$ cat config.mk
export PLATFORM = sky130hd
export DESIGN_NAME = spi_slave
export DESIGN_NICKNAME = d
export VERILOG_FILES = /design/src/rtl/spi_pkg.sv /design/src/rtl/spi_sync_edge.sv /design/src/rtl/spi_slave.sv
export SDC_FILE = /design/constraint.sdc
export NUM_CORES = 1
export LEC_CHECK = 0
export ABC_AREA = 1
export BUFFER_PORTS_ARGS = -buffer_cell sky130_fd_sc_hd__buf_2
export CORE_ASPECT_RATIO = 0.9
export CORE_UTILIZATION = 55
export DETAILED_ROUTE_END_ITERATION = 10
export PLACE_DENSITY = 0.84
export SLEW_MARGIN = 5
export SYNTH_ARGS = -nofsm -noshare
export SYNTH_HDL_FRONTEND = slang
export SYNTH_HIERARCHICAL = 1
export SYNTH_SLANG_ARGS = --single-unit
export TNS_END_PERCENT = 100
$ cat constraint.sdc
create_clock -name i_clk -period 1.6 [get_ports i_clk]
set_input_delay 0.32 -clock i_clk [delete_from_list [all_inputs] [get_ports i_clk]]
set_output_delay 0.32 -clock i_clk [all_outputs]
set_load 0.005 [all_outputs]
$ cat src/rtl/spi_pkg.sv
// Shared SPI definitions: FSM state encoding, latched bus mode and default word width.
package spi_pkg;

   localparam int SPI_DATA_WIDTH = 8;

   typedef enum logic [1:0] {
      IDLE    = 2'd0,
      SHIFT   = 2'd1,
      DONE    = 2'd2,
      WAIT_CS = 2'd3
   } spi_state_t;

   typedef struct packed {
      logic polarity;
      logic phase;
   } spi_mode_t;

endpackage

$ cat src/rtl/spi_sync_edge.sv
// Multi-flop pin synchroniser with one extra registered copy for rise/fall pulse detection.
module spi_sync_edge #(
   parameter int SYNC_STAGES = 2
) (
   input  logic i_clk,
   input  logic i_reset,
   input  logic i_din,
   output logic o_level,
   output logic o_rise,
   output logic o_fall
);

   logic [SYNC_STAGES-1:0] r_sync;
   logic                   r_prev;

   always_ff @(posedge i_clk) begin
      if (i_reset) begin
         r_sync <= '0;
         r_prev <= 1'b0;
      end else begin
         r_sync <= {r_sync[SYNC_STAGES-2:0], i_din};
         r_prev <= r_sync[SYNC_STAGES-1];
      end
   end

   assign o_level = r_sync[SYNC_STAGES-1];
   assign o_rise  = r_sync[SYNC_STAGES-1] & ~r_prev;
   assign o_fall  = ~r_sync[SYNC_STAGES-1] & r_prev;

endmodule

$ cat src/rtl/spi_slave.sv
// Oversampled SPI slave, all four CPOL/CPHA modes, MSB-first, multi-word frames.
// Optional SPI_SLAVE_OVERRUN_EN adds a pending bit cleared by rx_ack and a sticky overrun flag.
module spi_slave
   import spi_pkg::*;
#(
   parameter int DATA_WIDTH  = SPI_DATA_WIDTH,
   parameter int SYNC_STAGES = 2
) (
   input  logic                  i_clk,
   input  logic                  i_reset,
   input  logic                  i_polarity,
   input  logic                  i_phase,
   input  logic                  i_spi_clk,
   input  logic                  i_cs,
   input  logic                  i_mosi,
   output logic                  o_miso,
   input  logic [DATA_WIDTH-1:0] i_tx_data,
   output logic                  o_tx_load,
   output logic [DATA_WIDTH-1:0] o_rx_data,
   output logic                  o_rx_valid,
   input  logic                  i_rx_ack,
   output logic                  o_overrun,
   output logic                  o_busy,
   output logic [1:0]            o_state,
   output logic [3:0]            o_count
);

   localparam logic [3:0] LAST_BIT = 4'(DATA_WIDTH - 1);
   localparam logic [3:0] FULL     = 4'(DATA_WIDTH);

   spi_state_t             r_state, w_state_nxt;
   spi_mode_t              r_mode;
   logic [DATA_WIDTH-1:0]  r_tx_sr, r_rx_sr, r_rx_data;
   logic [SYNC_STAGES-1:0] r_mosi_sync;
   logic [3:0]             r_count;
   logic                   r_miso, r_tx_load, r_rx_valid;

   logic w_sclk_rise, w_sclk_fall, w_unused_sclk_lvl;
   logic w_cs_sync, w_cs_fall, w_unused_cs_rise;
   logic w_mosi, w_lead, w_trail, w_sample, w_shift_out, w_word_done;
   logic w_load, w_load_phase;

   spi_sync_edge #(.SYNC_STAGES(SYNC_STAGES)) u_sclk_sync (
      .i_clk(i_clk), .i_reset(i_reset), .i_din(i_spi_clk),
      .o_level(w_unused_sclk_lvl), .o_rise(w_sclk_rise), .o_fall(w_sclk_fall)
   );

   spi_sync_edge #(.SYNC_STAGES(SYNC_STAGES)) u_cs_sync (
      .i_clk(i_clk), .i_reset(i_reset), .i_din(i_cs),
      .o_level(w_cs_sync), .o_rise(w_unused_cs_rise), .o_fall(w_cs_fall)
   );

   always_ff @(posedge i_clk) begin
      if (i_reset) r_mosi_sync <= '0;
      else         r_mosi_sync <= {r_mosi_sync[SYNC_STAGES-2:0], i_mosi};
   end
   assign w_mosi = r_mosi_sync[SYNC_STAGES-1];

   // Edge roles come from the mode latched at cs fall, never from the live pins.
   assign w_lead      = r_mode.polarity ? w_sclk_fall : w_sclk_rise;
   assign w_trail     = r_mode.polarity ? w_sclk_rise : w_sclk_fall;
   assign w_sample    = r_mode.phase ? w_trail : w_lead;
   // Phase 0: the trailing edge that closes a word arrives after DONE already presented the next MSB.
   assign w_shift_out = r_mode.phase ? w_lead : (w_trail && (r_count != 4'd0));
   assign w_word_done = (r_state == SHIFT) && w_sample && (r_count == LAST_BIT);
   assign w_load       = ((r_state == IDLE) && w_cs_fall) || (r_state == DONE);
   assign w_load_phase = (r_state == IDLE) ? i_phase : r_mode.phase;

   always_ff @(posedge i_clk) begin
      if (i_reset) r_state <= WAIT_CS;
      else         r_state <= w_state_nxt;
   end

   always_comb begin
      w_state_nxt = r_state;
      case (r_state)
         WAIT_CS: if (w_cs_sync) w_state_nxt = IDLE;
         IDLE:    if (w_cs_fall) w_state_nxt = SHIFT;
         SHIFT: begin
            if (w_word_done)    w_state_nxt = DONE;
            else if (w_cs_sync) w_state_nxt = IDLE;
         end
         DONE:    w_state_nxt = w_cs_sync ? IDLE : SHIFT;
         default: w_state_nxt = WAIT_CS;
      endcase
   end

   always_ff @(posedge i_clk) begin
      if (i_reset) begin
         r_mode     <= '0;
         r_tx_sr    <= '0;
         r_rx_sr    <= '0;
         r_rx_data  <= '0;
         r_count    <= '0;
         r_miso     <= 1'b0;
         r_tx_load  <= 1'b0;
         r_rx_valid <= 1'b0;
      end else begin
         r_tx_load  <= 1'b0;
         r_rx_valid <= 1'b0;
         case (r_state)
            IDLE: begin
               r_count <= '0;
               if (w_cs_fall) r_mode <= '{polarity: i_polarity, phase: i_phase};
            end
            SHIFT: begin
               if (w_sample) begin
                  r_rx_sr <= {r_rx_sr[DATA_WIDTH-2:0], w_mosi};
                  if (r_count != FULL) r_count <= r_count + 4'd1;
               end
               if (w_cs_sync && !w_word_done) r_count <= '0;
            end
            DONE: begin
               r_rx_data  <= r_rx_sr;
               r_rx_valid <= 1'b1;
               r_count    <= '0;
            end
            default: r_count <= '0;
         endcase

         if (w_load) begin
            r_tx_load <= 1'b1;
            if (w_load_phase) begin
               r_tx_sr <= i_tx_data;
            end else begin
               r_tx_sr <= i_tx_data << 1;
               r_miso  <= i_tx_data[DATA_WIDTH-1];
            end
         end else if ((r_state == SHIFT) && w_shift_out) begin
            r_miso  <= r_tx_sr[DATA_WIDTH-1];
            r_tx_sr <= r_tx_sr << 1;
         end
         if (w_cs_sync) r_miso <= 1'b0;
      end
   end

`ifdef SPI_SLAVE_OVERRUN_EN
   logic r_pending, r_overrun;

   // An ack landing with DONE retires the old word; the new one stays pending.
   always_ff @(posedge i_clk) begin
      if (i_reset) begin
         r_pending <= 1'b0;
         r_overrun <= 1'b0;
      end else if (r_state == DONE) begin
         r_pending <= 1'b1;
         if (r_pending && !i_rx_ack) r_overrun <= 1'b1;
         else if (i_rx_ack)          r_overrun <= 1'b0;
      end else if (i_rx_ack) begin
         r_pending <= 1'b0;
         r_overrun <= 1'b0;
      end
   end
   assign o_overrun = r_overrun;
`else
   logic w_unused_ack;
   assign w_unused_ack = i_rx_ack;
   assign o_overrun    = 1'b0;
`endif

   assign o_miso     = w_cs_sync ? 1'b0 : r_miso;
   assign o_tx_load  = r_tx_load;
   assign o_rx_data  = r_rx_data;
   assign o_rx_valid = r_rx_valid;
   assign o_busy     = (r_state == SHIFT);
   assign o_state    = r_state;
   assign o_count    = r_count;

endmodule

==> impl_metrics.ini <==
[timing]
hold_ws_ps = 225.6
unrepaired_setup_endpoints_after_global_routing = no
final-hold-violation-count = 0
post-route-period-util = 0.9003
max_freq_mhz = 694.2
timing.final.crit_period_ps = 1440
fin_tns_setup_ps = 0
finalWorstSetupSlack_ps = 159.6
maxSlewViolCount = 0
fin_skew_ps = 5.365
finalSetupViolCount = 0

[power_and_ir_drop]
p_leak_nw = 1.135
post-layout-total-power_mw = 1.981
cellPowerDensity_nw_per_um2 = 829.4
max-vdd-ir-drop_uv = 785.5

[grt]
first_pass_grt_wire_length_um = 6410
grt_overflow_total = 0
antenna_found_initial = 0
gr-usage-all-layers = 0.2133
grt_pass1_vias = 1558
grt_start_max_net_pins = 28

[route]
wl_per_cell_um = 10.41
vias = 1779
drt-total-wl_um = 3789
drc = 0
dr.pass1.iters = 4
dr.first_iter.drc_count = 92
post_route_ant_nets = 0
detail_route.vias_per_cell = 4.887

[finish]
finish.instance_area_um2 = 2389
nNetsFinal = 338
most_used_cells_in_the_layout_excluding_fill_and_tap_cells = inv_1 (46), nand2_1 (44), dfxtp_1 (43)
most_common_cell_after_layout_fill_and_taps_aside = inv_1
area.growth.synth_to_final_pct = 15.49
antennaDiodeCount = 0
post_route_cells_drive_above_1_share = 0.2500
finalCoreUtilization = 0.6867
finish.cell_count_without_fillers = 364

[placed_design]
placed_cell_area_um2 = 2281
dpl.hpwl_um = 2787
last_weighted_congestion_value_of_the_routability_driven_placer = 0.8286
port_buffers = 32
dp_worst_setup_slack_ps = 106.7
post-place-cells = 357

[clocking]
cts_tree = done
clock_h_tree_levels = 2
path_clk_slew_ps = 80
cts_root_buffer = clkbuf_8
hold_buffers = 0
clock_path_buffers = 2
clkSinkCount = 43
clkLatencyLatePin_ps = 290
cts_buffers = 5

[setup_path]
setup.worst_path.end_class = primary output
critical_path_arrival_ps = 1120
setup.reg_to_reg.worst_slack_ps = 170
timing.setup.critical_path_class = flip-flop to primary output
crit_path_max_fanout = 5
worst_setup_path_start_kind = flip-flop
cp_required_ps = 1280

[hold_path]
hp-class = input pin to flip-flop

[floorplan]
die_x_um = 66.64
initial_core_util = 0.5946
number_of_rows_created_at_floorplan = 20
design.portCount = 35
die_area_um2 = 4010
floorplan.core_area_um2 = 3478
die_y_um = 60.18

[synthesis]
synth.net_count = 302
synth.avg_cell_area_um2 = 7.283
postSynthCellCount = 284
netlist_area_um2 = 2068
synth-warning-count = 6

[flow_run]
max_cap_viol_count = 0

[outcome]
run_status = complete, no violations
==> state kept, by name, indices dropped and copies added (netlist names) <==
| signal | count |
|---|---|
| r_tx_sr | 8 |
| o_rx_data | 8 |
| r_miso | 1 |
| r_mode | 2 |
| u_cs_sync/r_prev | 1 |
| r_rx_sr | 8 |
| o_state | 2 |
| u_sclk_sync/r_sync | 2 |
| u_cs_sync/r_sync | 2 |
| u_sclk_sync/r_prev | 1 |
| o_tx_load | 1 |
| o_count | 4 |
| o_rx_valid | 1 |
| r_mosi_sync | 2 |
==> cell type report <==
| class | count | area, um2 |
|---|---|---|
| fillers | 276 | 1090 |
| multi-input cells | 180 | 973.4 |
| flip-flops and latches | 43 | 860.8 |
| inverters | 53 | 201.4 |
| clock buffers | 6 | 82.58 |
| clock inverters | 1 | 5.005 |
| well taps | 44 | 55.05 |
| repair buffers | 37 | 210.2 |
==> final timing paths <==
check                                   start                                to  cells after the start
max                   o_state[0]$_SDFFE_PP1P_                            o_busy                      3
min                                 i_spi_clk  u_sclk_sync/r_sync[0]$_SDFF_PP0_                      3
max reg2reg  u_sclk_sync/r_sync[1]$_SDFF_PP0_           o_count[0]$_SDFFE_PP0P_                      8
min reg2reg         r_mosi_sync[0]$_SDFF_PP0_         r_mosi_sync[1]$_SDFF_PP0_                      2
==> power breakdown <==
group	internal, mW	leakage, nW	switching, mW
Clock	0.338	0.0470	0.339
Combinational	0.0760	0.738	0.110
Sequential	1.10	0.349	0.0175
Total	1.52	1.13	0.466
==> layer usage <==
layer | wire length [um] | vias to the layer above | global-route usage
met1 | 1682 | 790 | 0.2532
li1 | - | 953 | -
met2 | 1890 | 29 | 0.3622
met5 | 0 | - | 0
met4 | 58 | 0 | 0.08207
met3 | 157 | 7 | 0.06298
==> critical path, cell delays in order (launching register included) <==
cell and delay [ps]:
dfxtp_1 400, inv_2 110, nor2_4 170, buf_2 150
==> what timing repair did <==
item	in CTS	in global routing
setup buffers	0	0
setup endpoints to repair	0	7
endpoints found under the hold margin	0	0
gates resized for setup	0	5
Power figures use the tool's default switching activity.
